==> config.mk <==
export PLATFORM = sky130hd
export DESIGN_NAME = block_sequencer_flat
export DESIGN_NICKNAME = d
export VERILOG_FILES = /design/src/rtl/block_sequencer_pkg.sv /design/src/rtl/block_sequencer_if.sv /design/src/rtl/block_sequencer_rom.sv /design/src/rtl/block_sequencer.sv /design/src/flat_wrapper.sv
export SDC_FILE = /design/constraint.sdc
export NUM_CORES = 1
export LEC_CHECK = 0
export BUFFER_PORTS_ARGS = -buffer_cell sky130_fd_sc_hd__clkbuf_2
export CORE_MARGIN = 5
export CORE_UTILIZATION = 40
export CTS_BUF_LIST = sky130_fd_sc_hd__clkbuf_8
export DETAILED_ROUTE_END_ITERATION = 16
export HOLD_SLACK_MARGIN = 0.08
export RECOVER_POWER = 100
export SLEW_MARGIN = 0
export SYNTH_ARGS = -nofsm -noshare
export SYNTH_HDL_FRONTEND = slang
export SYNTH_SLANG_ARGS = --single-unit
==> constraint.sdc <==
create_clock -name frame_clk -period 4.55 [get_ports frame_clk]
set_clock_uncertainty 0.1 [all_clocks]
set_input_delay 0.2275 -clock frame_clk [delete_from_list [all_inputs] [get_ports frame_clk]]
set_output_delay 0.2275 -clock frame_clk [all_outputs]
set_load 0.05 [all_outputs]
==> src/rtl/block_sequencer_pkg.sv <==
`default_nettype none
// ============================================================================
//  Module   : block_sequencer_pkg
//  Purpose  : Shared game types and constants for the level sequencer.
//  Revision : 1.0
// ============================================================================
package block_sequencer_pkg;

    typedef enum logic [2:0] {
        IDLE     = 3'd0,
        WAIT_GAP = 3'd1,
        LAUNCH   = 3'd2,
        ACTIVE   = 3'd3,
        NEXT     = 3'd4,
        DONE     = 3'd5
    } seq_state_t;

    typedef struct packed {
        logic [1:0] lane;
        logic [1:0] speed;
        logic [5:0] gap;
    } note_t;

    localparam logic [1:0] LANE_END     = 2'd3;
    localparam logic [9:0] SCREEN_X_MID = 10'd320;

    function automatic logic [7:0] sat_inc8(input logic [7:0] v);
        return (v == 8'hFF) ? v : v + 8'd1;
    endfunction

endpackage
`default_nettype wire

==> src/rtl/block_sequencer_if.sv <==
`default_nettype none
// ============================================================================
//  Module   : block_sequencer_if
//  Purpose  : Control/outcome link between the level sequencer and block mover.
//  Revision : 1.0
// ============================================================================
interface block_sequencer_if;

    logic       block_restart;
    logic       block_ready;
    logic [9:0] Block_X_Center;
    logic [9:0] Block_Y_Step;
    logic [1:0] Collision;
    logic       end_level;

    modport master (
        output block_restart, block_ready, Block_X_Center, Block_Y_Step,
        input  Collision, end_level
    );

    modport slave (
        input  block_restart, block_ready, Block_X_Center, Block_Y_Step,
        output Collision, end_level
    );

endinterface
`default_nettype wire

==> src/rtl/block_sequencer_rom.sv <==
`default_nettype none
// ============================================================================
//  Module   : block_pattern_rom
//  Purpose  : Combinational level pattern table; all level data lives here.
//  Revision : 1.0
// ============================================================================
module block_pattern_rom
    import block_sequencer_pkg::*;
(
    input  wire logic [3:0] i_note_idx,
    output note_t           o_note
);

    // Unlisted slots read as end-of-pattern.
    always_comb begin
        o_note = {LANE_END, 2'd0, 6'd0};
        case (i_note_idx)
            4'd0:    o_note = {2'd2, 2'd1, 6'd3};
            4'd1:    o_note = {2'd0, 2'd0, 6'd0};
            4'd2:    o_note = {2'd1, 2'd3, 6'd1};
            default: o_note = {LANE_END, 2'd0, 6'd0};
        endcase
    end

endmodule
`default_nettype wire

==> src/rtl/block_sequencer.sv <==
`default_nettype none
// ============================================================================
//  Module   : block_sequencer
//  Purpose  : Launches pattern notes to the block mover and keeps hit/miss score.
//  Revision : 1.0
// ============================================================================
module block_sequencer
    import block_sequencer_pkg::*;
#(
    parameter int NUM_NOTES = 16,
    parameter int LANE0_X   = 160,
    parameter int LANE1_X   = 320,
    parameter int LANE2_X   = 480
) (
    input  wire logic         frame_clk,
    input  wire logic         Reset_n,
    input  wire logic         start,
    input  wire logic         restart,
    block_sequencer_if.master blk,
    output logic [3:0]        note_idx,
    output logic [7:0]        score,
    output logic [7:0]        misses,
    output logic              level_done
);

    localparam logic [3:0] c_LAST_IDX = 4'(NUM_NOTES - 1);

    seq_state_t r_state, w_state;
    logic [5:0] r_gap_cnt, w_gap_cnt;
    logic       r_block_restart, w_block_restart;
    logic       r_block_ready, w_block_ready;
    logic [9:0] r_x, w_x;
    logic [9:0] r_step, w_step;
    logic [3:0] r_note_idx, w_note_idx;
    logic [7:0] r_score, w_score;
    logic [7:0] r_misses, w_misses;
    logic       r_level_done, w_level_done;

    logic [3:0] w_rom_addr;
    note_t      w_note;
    logic [9:0] w_lane_x;

    // IDLE looks at the first note, NEXT peeks at the following one.
    always_comb begin
        w_rom_addr = r_note_idx;
        if (r_state == IDLE)
            w_rom_addr = 4'd0;
        else if (r_state == NEXT)
            w_rom_addr = r_note_idx + 4'd1;
    end

    block_pattern_rom u_rom (
        .i_note_idx (w_rom_addr),
        .o_note     (w_note)
    );

    always_comb begin
        case (w_note.lane)
            2'd0:    w_lane_x = 10'(LANE0_X);
            2'd2:    w_lane_x = 10'(LANE2_X);
            default: w_lane_x = 10'(LANE1_X);
        endcase
    end

    always_comb begin
        w_state         = r_state;
        w_gap_cnt       = r_gap_cnt;
        w_block_restart = 1'b0;
        w_block_ready   = 1'b0;
        w_x             = r_x;
        w_step          = r_step;
        w_note_idx      = r_note_idx;
        w_score         = r_score;
        w_misses        = r_misses;
        w_level_done    = 1'b0;

        case (r_state)
            IDLE: begin
                if (start) begin
                    w_note_idx = 4'd0;
                    if (w_note.lane == LANE_END) begin
                        w_state      = DONE;
                        w_level_done = 1'b1;
                    end else begin
                        w_gap_cnt = w_note.gap;
                        w_state   = WAIT_GAP;
                    end
                end
            end
            WAIT_GAP: begin
                if (r_gap_cnt == 6'd0) begin
                    w_state         = LAUNCH;
                    w_block_restart = 1'b1;
                    w_x             = w_lane_x;
                    w_step          = 10'(w_note.speed) + 10'd1;
                end else begin
                    w_gap_cnt = r_gap_cnt - 6'd1;
                end
            end
            LAUNCH: begin
                w_state       = ACTIVE;
                w_block_ready = 1'b1;
            end
            ACTIVE: begin
                w_block_ready = 1'b1;
                // A hit wins over a simultaneous fall-off.
                if (|blk.Collision) begin
                    w_score       = sat_inc8(r_score);
                    w_block_ready = 1'b0;
                    w_state       = NEXT;
                end else if (blk.end_level) begin
                    w_misses      = sat_inc8(r_misses);
                    w_block_ready = 1'b0;
                    w_state       = NEXT;
                end
            end
            NEXT: begin
                if (r_note_idx == c_LAST_IDX || w_note.lane == LANE_END) begin
                    w_state      = DONE;
                    w_level_done = 1'b1;
                end else begin
                    w_note_idx = r_note_idx + 4'd1;
                    w_gap_cnt  = w_note.gap;
                    w_state    = WAIT_GAP;
                end
            end
            DONE: begin
                w_level_done = 1'b1;
                if (start) begin
                    w_state      = IDLE;
                    w_level_done = 1'b0;
                end
            end
            default: w_state = IDLE;
        endcase

        if (restart) begin
            w_state         = IDLE;
            w_note_idx      = 4'd0;
            w_score         = 8'd0;
            w_misses        = 8'd0;
            w_block_ready   = 1'b0;
            w_block_restart = 1'b0;
            w_level_done    = 1'b0;
        end
    end

    always_ff @(posedge frame_clk) begin
        if (!Reset_n) begin
            r_state         <= IDLE;
            r_gap_cnt       <= 6'd0;
            r_block_restart <= 1'b0;
            r_block_ready   <= 1'b0;
            r_x             <= 10'(LANE1_X);
            r_step          <= 10'd1;
            r_note_idx      <= 4'd0;
            r_score         <= 8'd0;
            r_misses        <= 8'd0;
            r_level_done    <= 1'b0;
        end else begin
            r_state         <= w_state;
            r_gap_cnt       <= w_gap_cnt;
            r_block_restart <= w_block_restart;
            r_block_ready   <= w_block_ready;
            r_x             <= w_x;
            r_step          <= w_step;
            r_note_idx      <= w_note_idx;
            r_score         <= w_score;
            r_misses        <= w_misses;
            r_level_done    <= w_level_done;
        end
    end

    assign blk.block_restart  = r_block_restart;
    assign blk.block_ready    = r_block_ready;
    assign blk.Block_X_Center = r_x;
    assign blk.Block_Y_Step   = r_step;
    assign note_idx           = r_note_idx;
    assign score              = r_score;
    assign misses             = r_misses;
    assign level_done         = r_level_done;

endmodule
`default_nettype wire

==> src/flat_wrapper.sv <==
// flat-port wrapper written by rule: the top's interface ports become plain ports
module block_sequencer_flat import block_sequencer_pkg::*;
#(
    parameter int NUM_NOTES = 16,
    parameter int LANE0_X   = 160,
    parameter int LANE1_X   = 320,
    parameter int LANE2_X   = 480
)
  (frame_clk, Reset_n, start, restart, note_idx, score, misses, level_done, blk_block_restart, blk_block_ready, blk_Block_X_Center, blk_Block_Y_Step, blk_Collision, blk_end_level);
  block_sequencer_if blk_i ();
  input  wire logic frame_clk;
  input  wire logic Reset_n;
  input  wire logic start;
  input  wire logic restart;
  output logic [3:0] note_idx;
  output logic [7:0] score;
  output logic [7:0] misses;
  output logic level_done;
  output wire logic [$bits(blk_i.block_restart)-1:0] blk_block_restart;
  output wire logic [$bits(blk_i.block_ready)-1:0] blk_block_ready;
  output wire logic [$bits(blk_i.Block_X_Center)-1:0] blk_Block_X_Center;
  output wire logic [$bits(blk_i.Block_Y_Step)-1:0] blk_Block_Y_Step;
  input wire logic [$bits(blk_i.Collision)-1:0] blk_Collision;
  input wire logic [$bits(blk_i.end_level)-1:0] blk_end_level;
  assign blk_block_restart = blk_i.block_restart;
  assign blk_block_ready = blk_i.block_ready;
  assign blk_Block_X_Center = blk_i.Block_X_Center;
  assign blk_Block_Y_Step = blk_i.Block_Y_Step;
  assign blk_i.Collision = blk_Collision;
  assign blk_i.end_level = blk_end_level;
  block_sequencer #(.NUM_NOTES(NUM_NOTES), .LANE0_X(LANE0_X), .LANE1_X(LANE1_X), .LANE2_X(LANE2_X)) u_core (.frame_clk(frame_clk), .Reset_n(Reset_n), .start(start), .restart(restart), .blk(blk_i), .note_idx(note_idx), .score(score), .misses(misses), .level_done(level_done));
endmodule
==> results.sh, run 1 <==
export IMPL_status="finished clean"
export IMPL_crit_fanout=16
export IMPL_grt_overflow_total=0
export IMPL_final_antenna_net_count=0
export IMPL_die_x_um=83.1
export IMPL_slowest_delay_ns=0.64
export IMPL_top_usage_layer="met2"
export IMPL_worstHoldPathType="input port to flip-flop"
export IMPL_crit_slowest_cell="dfxtp_1"
export IMPL_ys_seq_area_share_pct=34.7
export IMPL_grt_pass1_vias=1661
export IMPL_synth_enable_flop_cells=0
export IMPL_gp_congestion=0.835
export IMPL_grtUsageMet2_pct=20.8
export IMPL_cts_sinks=37
export IMPL_die_h_um=83.1
export IMPL_clock_latency_ns=0.29
export IMPL_power_density_mw_per_mm2=296
export IMPL_final_nets=297
export IMPL_holdWs_ns=0.196
export IMPL_fill_cells=568
export IMPL_hold_start="Reset_n"
export IMPL_synth_seq_cells=37
export IMPL_num_rows=26
export IMPL_place_hpwl_um=3330
export IMPL_final_cell_count_no_fill=355
export IMPL_synth_cell_types=56
export IMPL_drive_above_1_share_pct=7.02
export IMPL_tns_ns=0
export IMPL_via_count=1785
export IMPL_rr_worst_depth=6
export IMPL_seqCellArea_um2=741
export IMPL_antenna_found_initial=0
export IMPL_async_reset_ff_share_pct=0
export IMPL_post_cts_buffers=0
export IMPL_met1_usage_pct=18.0
export IMPL_layout_common_cells="dfxtp_1, clkbuf_1, nor2_1"
export IMPL_root_buffer="clkbuf_8"
export IMPL_maxSlewViolCount=0
export IMPL_critPathKind="flip-flop to flip-flop"
export IMPL_fin_crit_ns=2.79
export IMPL_ys_flop_type="dfxtp_1"
export IMPL_final_common_cell="dfxtp_1"
export IMPL_yosysWarnings=0
export IMPL_reg2reg_slack_ns=1.76
export IMPL_min_path_cells=2
export IMPL_drt_wirelength_per_cell_um=12.9
export IMPL_cts_max_level=2
export IMPL_final_setup_viol_count=0
export IMPL_worst_pin_slew_ns=1.15
export IMPL_synthCells=252
export IMPL_ctsResizeCount=0
export IMPL_dr_pass1_iters=4
export IMPL_max_freq_mhz=359
export IMPL_dieArea_mm2=0.00690
export IMPL_placed_area_mm2=0.00229
export IMPL_drtIter0Drc=116
export IMPL_cts_hold_buf=0
export IMPL_clk_pin_slew_worst_paths_ns=0.08
export IMPL_syn_cell_area_mm2=0.00213
export IMPL_grt_usage_pct=13.4
export IMPL_hold_viol=0
export IMPL_post_drt_via_cell_ratio=5.03
export IMPL_endpoint_kind="flip-flop"
export IMPL_fin_area_mm2=0.00230
export IMPL_initial_core_util_pct=41.5
export IMPL_total_power_mw=0.681
export IMPL_num_antenna_cells=0
export IMPL_timing_rr_start="u_core.r_state[2]$_SDFFE_PP0P_"
export IMPL_dp_cells=347
export IMPL_met3_usage_pct=3.47
export IMPL_crit_path_cell_trace="nor3b_1, ha_1, o2111ai_1, nor3_1, a31oi_1, mux2i_1"
export IMPL_maxCapViolCount=0
export IMPL_cts_tree="done"
export IMPL_p_leak_nw=0.847
export IMPL_worstHoldEndpoint="u_core.blk.Block_X_Center[6]$_SDFFE_PN1P_"
export IMPL_cts_buffers=5
export IMPL_io_buffers=36
export IMPL_ir_worst_vdd_mv=0.159
export IMPL_wl_um=4590
export IMPL_drcViolationCount=0
export IMPL_timing_rr_end="u_core.note_idx[1]$_SDFFE_PP0P_"
export IMPL_multi_input_area_mm2=0.00120
export IMPL_start_kind="flip-flop"
export IMPL_fin_crit_sh_pct=61.3
export IMPL_io_pin_count=50
export IMPL_grt_max_degree=23
export IMPL_timing_slew_headroom_pct=22.8
export IMPL_rsz0062_at_grt="no"
export IMPL_design_core_area_mm2=0.00514
export IMPL_required_ns=4.67
export IMPL_cp_arrival_ns=2.91
export IMPL_area_growth_pct=7.68
export IMPL_cts_buffer_depth=2
export IMPL_grt_first_pass_wirelength_um=7840
export IMPL_postSynthAreaPerCell_um2=8.47
-- critical path: cells and delay by family (launching register included) --
kind            cells  cell delay [ns]
mux                 1             0.24
flops               1             0.64
simple gates        2             0.61
compound gates      2             0.72
fa+ha+maj           1             0.41
-- area by class of cell --
class	count	area share, %
Clock buffer	6	3.59
Clock inverter	2	0.599
Sequential cell	37	32.2
Multi-Input combinational cell	196	52.3
Timing Repair Buffer	36	6.21
Inverter	8	1.31
Tap cell	70	3.81
-- metrics by stage --
stage,utilization (%),setup WS (ns)
2_1_floorplan,-,2.24
3_3_place_gp,44.5,1.97
3_5_place_dp,44.5,1.88
4_1_cts,46.4,1.86
5_1_grt,44.7,1.51
6_report,44.7,1.76
-- synth_stat cells, drive strengths merged, types with 4 or more instances --
library cell  count  area (um2)
clkbuf            5        18.8
or3               4        25.0
nand3            10        55.1
nor2b             4        27.5
o21ai            11        55.1
nor3             12        60.1
inv               8        30.0
ha                6        75.1
dfxtp            37         741
and2              4        25.0
xnor2             6        52.6
a21oi            12        63.8
buf              18         140
nand2            18        67.6
mux2i             4        40.0
and3              4        25.0
nand4             4        25.0
xor2              6        52.6
nor2             30         115
-- sequential cells by signal, summed over array words and instances (netlist names), 2 cells and up --
signal,cells
u_core.note_idx,4
u_core.r_gap_cnt,6
u_core.misses,8
u_core.score,8
u_core.blk.Block_X_Center,2
u_core.r_state,3
u_core.blk.Block_Y_Step,3
-- cell families (layout without fill, tap and decap cells) --
group	after synthesis	after routing	share of synthesized area [%]
multiplexers	4	4	1.88
AO/OA/AOI/OAI	51	51	17.6
other	1	13	0.176
XOR/XNOR	12	12	4.92
flip-flops	37	37	34.7
AND/OR/NAND/NOR	110	110	28.3
buffers and inverters	31	52	8.85
adder cells (fa/ha/maj)	6	6	3.52
-- power by group --
part | total, mW | internal [mW] | switching [mW] | leakage [nW]
logic | 0.0961 | 0.0259 | 0.0702 | 0.496
registers | 0.338 | 0.330 | 0.00805 | 0.299
clock network | 0.246 | 0.123 | 0.123 | 0.0512
-- per-layer routing --
metal | wire [um] | part of all wire [%]
met1 | 2270 | 49
met2 | 2080 | 45
met4 | 54 | 1.2
met5 | 0 | 0
met3 | 183 | 4.0
-- worst max path at each step --
stage | cells past startpoint | startpoint | endpoint | slack (ns)
final | 6 | u_core.r_state[2]$_SDFFE_PP0P_ | u_core.note_idx[1]$_SDFFE_PP0P_ | 1.76
after global routing | 6 | u_core.r_state[2]$_SDFFE_PP0P_ | u_core.note_idx[1]$_SDFFE_PP0P_ | 1.51
after CTS | 6 | u_core.r_state[0]$_SDFFE_PP0P_ | u_core.r_gap_cnt[1]$_SDFFE_PN0P_ | 1.86
after detailed placement | 6 | u_core.r_state[0]$_SDFFE_PP0P_ | u_core.r_gap_cnt[1]$_SDFFE_PN0P_ | 1.88
after global placement | 6 | u_core.r_state[0]$_SDFFE_PP0P_ | u_core.r_gap_cnt[1]$_SDFFE_PN0P_ | 1.97
after floorplan | 6 | u_core.note_idx[1]$_SDFFE_PP0P_ | u_core.r_gap_cnt[1]$_SDFFE_PN0P_ | 2.24
(Power assumes the default switching activity.)
==> run 2: changes to the inputs <==
ABC_AREA = 1   (was not set)
PLACE_DENSITY = 0.65   (was not set)
clock period = 2.25 ns   (was 4.55 ns; I/O delays follow)
==> run 2 against run 1 <==
Effect of this change: via count is 5.3% higher; global-route usage is 1.0 points higher; flip-flop and latch count did not move; combinational power grew 150%; critical path depth grew 5; hold slack worse by 0.091 ns; total power increased by 100%; critical endpoint is now u_core.r_gap_cnt[0]$_SDFFE_PN0P_; routed wire length fell by 5.4%; synthesized cell count increased by 15%; worst setup slack got worse by 1.6 ns; utilization is 2.3 points higher.
==> results.sh, run 2 <==
export IMPL_rr_worst_depth=11
export IMPL_syn_cell_area_mm2=0.00201
export IMPL_design_core_area_mm2=0.00482
export IMPL_grtUsageMet2_pct=24.8
export IMPL_slowest_delay_ns=0.48
export IMPL_fin_crit_sh_pct=92.4
export IMPL_dr_pass1_iters=4
export IMPL_layout_common_cells="nand2_1, nor2_1, dfxtp_1"
export IMPL_gp_congestion=0.818
export IMPL_num_antenna_cells=0
export IMPL_worst_pin_slew_ns=0.620
export IMPL_endpoint_kind="flip-flop"
export IMPL_crit_slowest_cell="dfxtp_1"
export IMPL_required_ns=2.33
export IMPL_antenna_found_initial=0
export IMPL_placed_area_mm2=0.00221
export IMPL_crit_path_cell_trace="inv_2, nor2_4, ha_1, a21oi_2, nand2_1, nand4_1, nand2_2, nand2_4, nand2_1, nand2_1, nor2_1"
export IMPL_wl_um=4340
export IMPL_cts_buffer_depth=2
export IMPL_cts_max_level=2
export IMPL_post_drt_via_cell_ratio=4.72
export IMPL_tns_ns=0
export IMPL_met3_usage_pct=3.77
export IMPL_met1_usage_pct=17.4
export IMPL_grt_first_pass_wirelength_um=7490
export IMPL_ir_worst_vdd_mv=0.392
export IMPL_status="finished clean"
export IMPL_die_h_um=81.0
export IMPL_initial_core_util_pct=41.8
export IMPL_final_setup_viol_count=0
export IMPL_worstHoldPathType="input port to flip-flop"
export IMPL_maxCapViolCount=0
export IMPL_drcViolationCount=0
export IMPL_root_buffer="clkbuf_8"
export IMPL_ys_top_cells_by_count="nand2_1, nor2_1, dfxtp_1"
export IMPL_ctsResizeCount=0
export IMPL_post_cts_buffers=0
export IMPL_synth_seq_cells=37
export IMPL_crit_fanout=9
export IMPL_fin_crit_ns=2.08
export IMPL_yosysWarnings=0
export IMPL_cts_sinks=37
export IMPL_power_density_mw_per_mm2=602
export IMPL_drive_above_1_share_pct=7.55
export IMPL_min_path_cells=4
export IMPL_path_buf_inv=1
export IMPL_cpMostUsedCell="nand2_1"
export IMPL_die_x_um=81.0
export IMPL_max_freq_mhz=481
export IMPL_cp_top_family="simple AND/OR/NAND/NOR gates"
export IMPL_synthCells=290
export IMPL_final_nets=344
export IMPL_start_kind="flip-flop"
export IMPL_ys_flop_type="dfxtp_1"
export IMPL_clk_pin_slew_worst_paths_ns=0.07
export IMPL_fill_cells=539
export IMPL_dieArea_mm2=0.00656
export IMPL_area_growth_pct=12.4
export IMPL_final_antenna_net_count=0
export IMPL_path_depth=11
export IMPL_async_reset_ff_share_pct=0
export IMPL_place_hpwl_um=3360
export IMPL_grt_overflow_total=0
export IMPL_yosys_top_cells_area="dfxtp_1, nand2_1, nor2_1"
export IMPL_fin_area_mm2=0.00226
export IMPL_final_common_cell="nand2_1"
export IMPL_via_count=1879
export IMPL_num_rows=25
export IMPL_critPathKind="flip-flop to flip-flop"
export IMPL_drt_wirelength_per_cell_um=10.9
export IMPL_synth_cell_types=29
export IMPL_cts_buffers=5
export IMPL_cts_tree="done"
export IMPL_grt_usage_pct=14.5
export IMPL_grt_pass1_vias=1744
export IMPL_rsz0062_at_grt="no"
export IMPL_maxSlewViolCount=0
export IMPL_synth_top_cell_by_area="dfxtp_1"
export IMPL_p_leak_nw=0.930
export IMPL_synth_enable_flop_cells=0
export IMPL_timing_slew_headroom_pct=58.8
export IMPL_ys_seq_area_share_pct=36.8
export IMPL_grt_max_degree=16
export IMPL_yosysMostFrequentCell="nand2_1"
export IMPL_drtIter0Drc=103
export IMPL_yosysTopAreaCellShare_pct=36.8
export IMPL_io_buffers=36
export IMPL_io_pin_count=50
export IMPL_hold_viol=0
export IMPL_postSynthAreaPerCell_um2=6.95
export IMPL_top_usage_layer="met2"
export IMPL_clock_latency_ns=0.28
export IMPL_cp_arrival_ns=2.16
export IMPL_pre_cts_slack_ns=0.194
export IMPL_setup_slack_ns=0.171
[run 2: cell types whose count changed after synthesis, moves of 5 or more]
cell,change
nand3_1,+16
inv_2,+5
a21oi_1,+10
inv_1,+16
xnor2_1,-5
nor3_1,-6
nor2_1,+10
nand2_1,+47
[run 2: timing repair]
item,in CTS,in global routing
endpoints found under the setup margin,0,0
endpoints found under the hold margin,8,0
hold buffers,2,0
[run 2: where the power goes]
group          internal [mW]  leakage, nW  total (mW)  switching, mW
Sequential             0.671        0.299       0.685         0.0138
Clock                  0.210       0.0454       0.442          0.232
Combinational         0.0579        0.585       0.236          0.178
Total                  0.939        0.930        1.36          0.424
[run 2: logic make-up after synthesis]
family | after synthesis | share of synthesized area, %
AO/OA/AOI/OAI | 37 | 9.57
XOR/XNOR | 7 | 3.04
adder cells (fa/ha/maj) | 6 | 3.73
buffers and inverters | 46 | 11.4
flip-flops | 37 | 36.8
other | 1 | 0.186
AND/OR/NAND/NOR | 156 | 35.3
[run 2: cell type report]
| type | count | area (um2) | share of cell area, % |
|---|---|---|---|
| multi-input cells | 219 | 1080 | 47.8 |
| flip-flops and latches | 37 | 741 | 32.7 |
| repair buffers | 39 | 166 | 7.35 |
| inverters | 29 | 109 | 4.81 |
| well taps | 67 | 83.8 | 3.70 |
| clock buffers | 5 | 68.8 | 3.04 |
| clock inverters | 2 | 12.5 | 0.553 |
[run 2: per-layer routing]
layer / vias up / part of all wire, % / routed length (um)
met4: 0 / 1.5 / 66
met3: 5 / 4.8 / 207
li1: 1001 / - / -
met1: 834 / 46 / 2000
met5: - / 0 / 0
met2: 39 / 48 / 2070
[run 2: final timing paths]
kind	end	slack, ns	startpoint
worst max-delay path	u_core.r_gap_cnt[0]$_SDFFE_PN0P_	0.17	u_core.r_state[2]$_SDFFE_PP0P_
worst min-delay path	u_core.r_state[2]$_SDFFE_PP0P_	0.11	start
worst max register to register	u_core.r_gap_cnt[0]$_SDFFE_PN0P_	0.17	u_core.r_state[2]$_SDFFE_PP0P_
worst min register to register	u_core.score[4]$_SDFFE_PP0P_	0.37	u_core.score[4]$_SDFFE_PP0P_
[run 2: worst reg2reg max path, cell delays in order (launching register included)]
cell     delay, ns
dfxtp_1       0.48
inv_2         0.13
nor2_4        0.17
ha_1          0.26
a21oi_2       0.20
nand2_1       0.11
nand4_1       0.11
nand2_2       0.15
nand2_4       0.13
nand2_1       0.05
nand2_1       0.05
nor2_1        0.04
[run 2: metrics by stage]
step                hold slack [ns]  power, mW  util (%)  cells
floorplan                    0.0966      0.915         -    302
global placement              0.314      0.938      45.9    389
detailed placement            0.301      0.938      45.9    389
CTS                          0.0995       1.38      48.0    398
global route                  0.167       1.44      47.0    398
finish                        0.105       1.36      47.0    398
==> run 3: changes to the inputs <==
SKIP_LAST_GASP = 1   (was not set)
clock period = 1.7 ns   (was 2.25 ns; I/O delays follow)
==> run 3 against run 2 <==
Effect of this change: hold slack got worse by 0.018 ns; critical path type unchanged; global-route usage increased by 0.49 points; highest routed layer unchanged; critical endpoint is now u_core.r_gap_cnt[1]$_SDFFE_PN0P_; via count increased by 9.3%; first-iteration DRC count decreased by 27%; non-clock buffer count increased by 26.
==> results.sh, run 3 (synthesized netlist as in run 2, its figures left out) <==
export IMPL_grt_pass1_vias=1806
export IMPL_post_drt_via_cell_ratio=4.82
export IMPL_num_rows=25
export IMPL_drcViolationCount=0
export IMPL_p_int_mw=1.49
export IMPL_fin_crit_ns=1.70
export IMPL_p_comb_share_pct=19.3
export IMPL_final_nets=371
export IMPL_clk_pin_slew_worst_paths_ns=0.07
export IMPL_io_pin_count=50
export IMPL_final_common_cell="nand2_1"
export IMPL_hold_viol=0
export IMPL_power_density_mw_per_mm2=776
export IMPL_cts_buffers=5
export IMPL_dieArea_mm2=0.00656
export IMPL_die_x_um=81.0
export IMPL_die_h_um=81.0
export IMPL_gp_congestion=0.794
export IMPL_swShare_pct=28.7
export IMPL_timing_slew_headroom_pct=59.3
export IMPL_power_frac_seq_pct=43.4
export IMPL_layout_common_cells="nand2_1, nor2_1, clkbuf_1"
export IMPL_power_switching_mw=0.600
export IMPL_required_ns=1.79
export IMPL_io_buffers=36
export IMPL_total_power_mw=2.09
export IMPL_drt_wirelength_per_cell_um=11.7
export IMPL_tns_ns=0
export IMPL_cts_buffer_depth=2
export IMPL_status="finished clean"
export IMPL_cts_sinks=37
export IMPL_root_buffer="clkbuf_8"
export IMPL_maxCapViolCount=0
export IMPL_fill_cells=497
export IMPL_drtIter0Drc=75
export IMPL_final_antenna_net_count=0
export IMPL_holdWs_ns=0.0872
export IMPL_num_antenna_cells=0
export IMPL_crit_fanout=5
export IMPL_endpoint_kind="flip-flop"
export IMPL_grt_first_pass_wirelength_um=7790
export IMPL_via_count=2054
export IMPL_cts_tree="done"
export IMPL_start_kind="flip-flop"
export IMPL_fin_crit_sh_pct=100
export IMPL_maxSlewViolCount=0
export IMPL_dr_pass1_iters=4
export IMPL_wl_um=4990
export IMPL_final_util_pct=55.8
export IMPL_antenna_found_initial=0
export IMPL_drive_above_1_share_pct=25.3
export IMPL_place_hpwl_um=3650
export IMPL_p_leak_nw=1.15
export IMPL_cp_arrival_ns=1.79
export IMPL_worstHoldPathType="input port to flip-flop"
export IMPL_grt_overflow_total=0
export IMPL_rsz0062_at_grt="yes"
export IMPL_grt_usage_pct=15.0
export IMPL_critPathKind="flip-flop to flip-flop"
export IMPL_power_frac_clock_pct=37.3
export IMPL_final_setup_viol_count=0
export IMPL_ir_worst_vdd_mv=0.388
export IMPL_initial_core_util_pct=41.8
export IMPL_design_core_area_mm2=0.00482
export IMPL_worst_pin_slew_ns=0.614
export IMPL_max_freq_mhz=588
export IMPL_clock_latency_ns=0.29
export IMPL_area_growth_pct=33.4
export IMPL_grt_max_degree=15
export IMPL_cts_max_level=2
run 3: critical path: stages, from the launching register on:
cell	delay, ns
dfxtp_4	0.36
inv_4	0.06
nand2_4	0.05
nor2_4	0.10
ha_4	0.21
a21oi_4	0.14
nand2_2	0.07
nand4_1	0.13
buf_4	0.15
nand2_4	0.06
a21oi_2	0.11
nor2_1	0.05
run 3: layout make-up:
type	instances	area [um2]	area share, %
Clock buffer	6	82.6	3.07
Clock inverter	2	33.8	1.26
Timing Repair Buffer	65	382	14.2
Tap cell	67	83.8	3.12
Multi-Input combinational cell	220	1220	45.6
Inverter	29	111	4.14
Sequential cell	37	769	28.6
run 3: power groups by stage:
stage / Sequential, mW / Clock (mW) / Combinational, mW
global route: 0.908 / 0.838 / 0.436
floorplan: 0.953 / 0 / 0.255
detailed placement: 0.920 / 0 / 0.347
CTS: 0.900 / 0.795 / 0.353
global placement: 0.920 / 0 / 0.345
finish: 0.906 / 0.778 / 0.403
run 3: metal layers:
metal	global-route usage [%]	vias to the layer above	wire [um]
li1	-	1050	-
met1	17.7	954	2250
met2	26.5	41	2470
met3	3.55	9	193
met4	4.73	0	68
met5	0	-	0
run 3: path summary, 6_finish.rpt:
path	startpoint	to	slack [ns]	cells after the start
setup / recovery	u_core.r_state[0]$_SDFFE_PP0P_	u_core.r_gap_cnt[1]$_SDFFE_PN0P_	0.0002	11
hold / removal	start	u_core.r_state[2]$_SDFFE_PP0P_	0.09	4
setup reg to reg	u_core.r_state[0]$_SDFFE_PP0P_	u_core.r_gap_cnt[1]$_SDFFE_PN0P_	0.0002	11
hold reg to reg	u_core.score[3]$_SDFFE_PP0P_	u_core.score[3]$_SDFFE_PP0P_	0.36	1
run 3: timing repair:
item                                    CTS  global route
pin swaps                                 1            19
endpoints found under the setup margin    4            20
gates resized for setup                   1            34
cloned                                    0             1
hold buffers                              2             0
buffers inserted                          0             7
hold endpoints to repair                  8             0
run 3: through the flow:
step | cells | cell area (um2) | setup WS (ns)
6_report | 426 | 2690 | 0.000152
2_1_floorplan | 302 | 2120 | -0.0207
5_1_grt | 426 | 2690 | -0.123
3_5_place_dp | 409 | 2420 | -0.0173
3_3_place_gp | 409 | 2420 | 0.0147
4_1_cts | 419 | 2560 | 0.0112
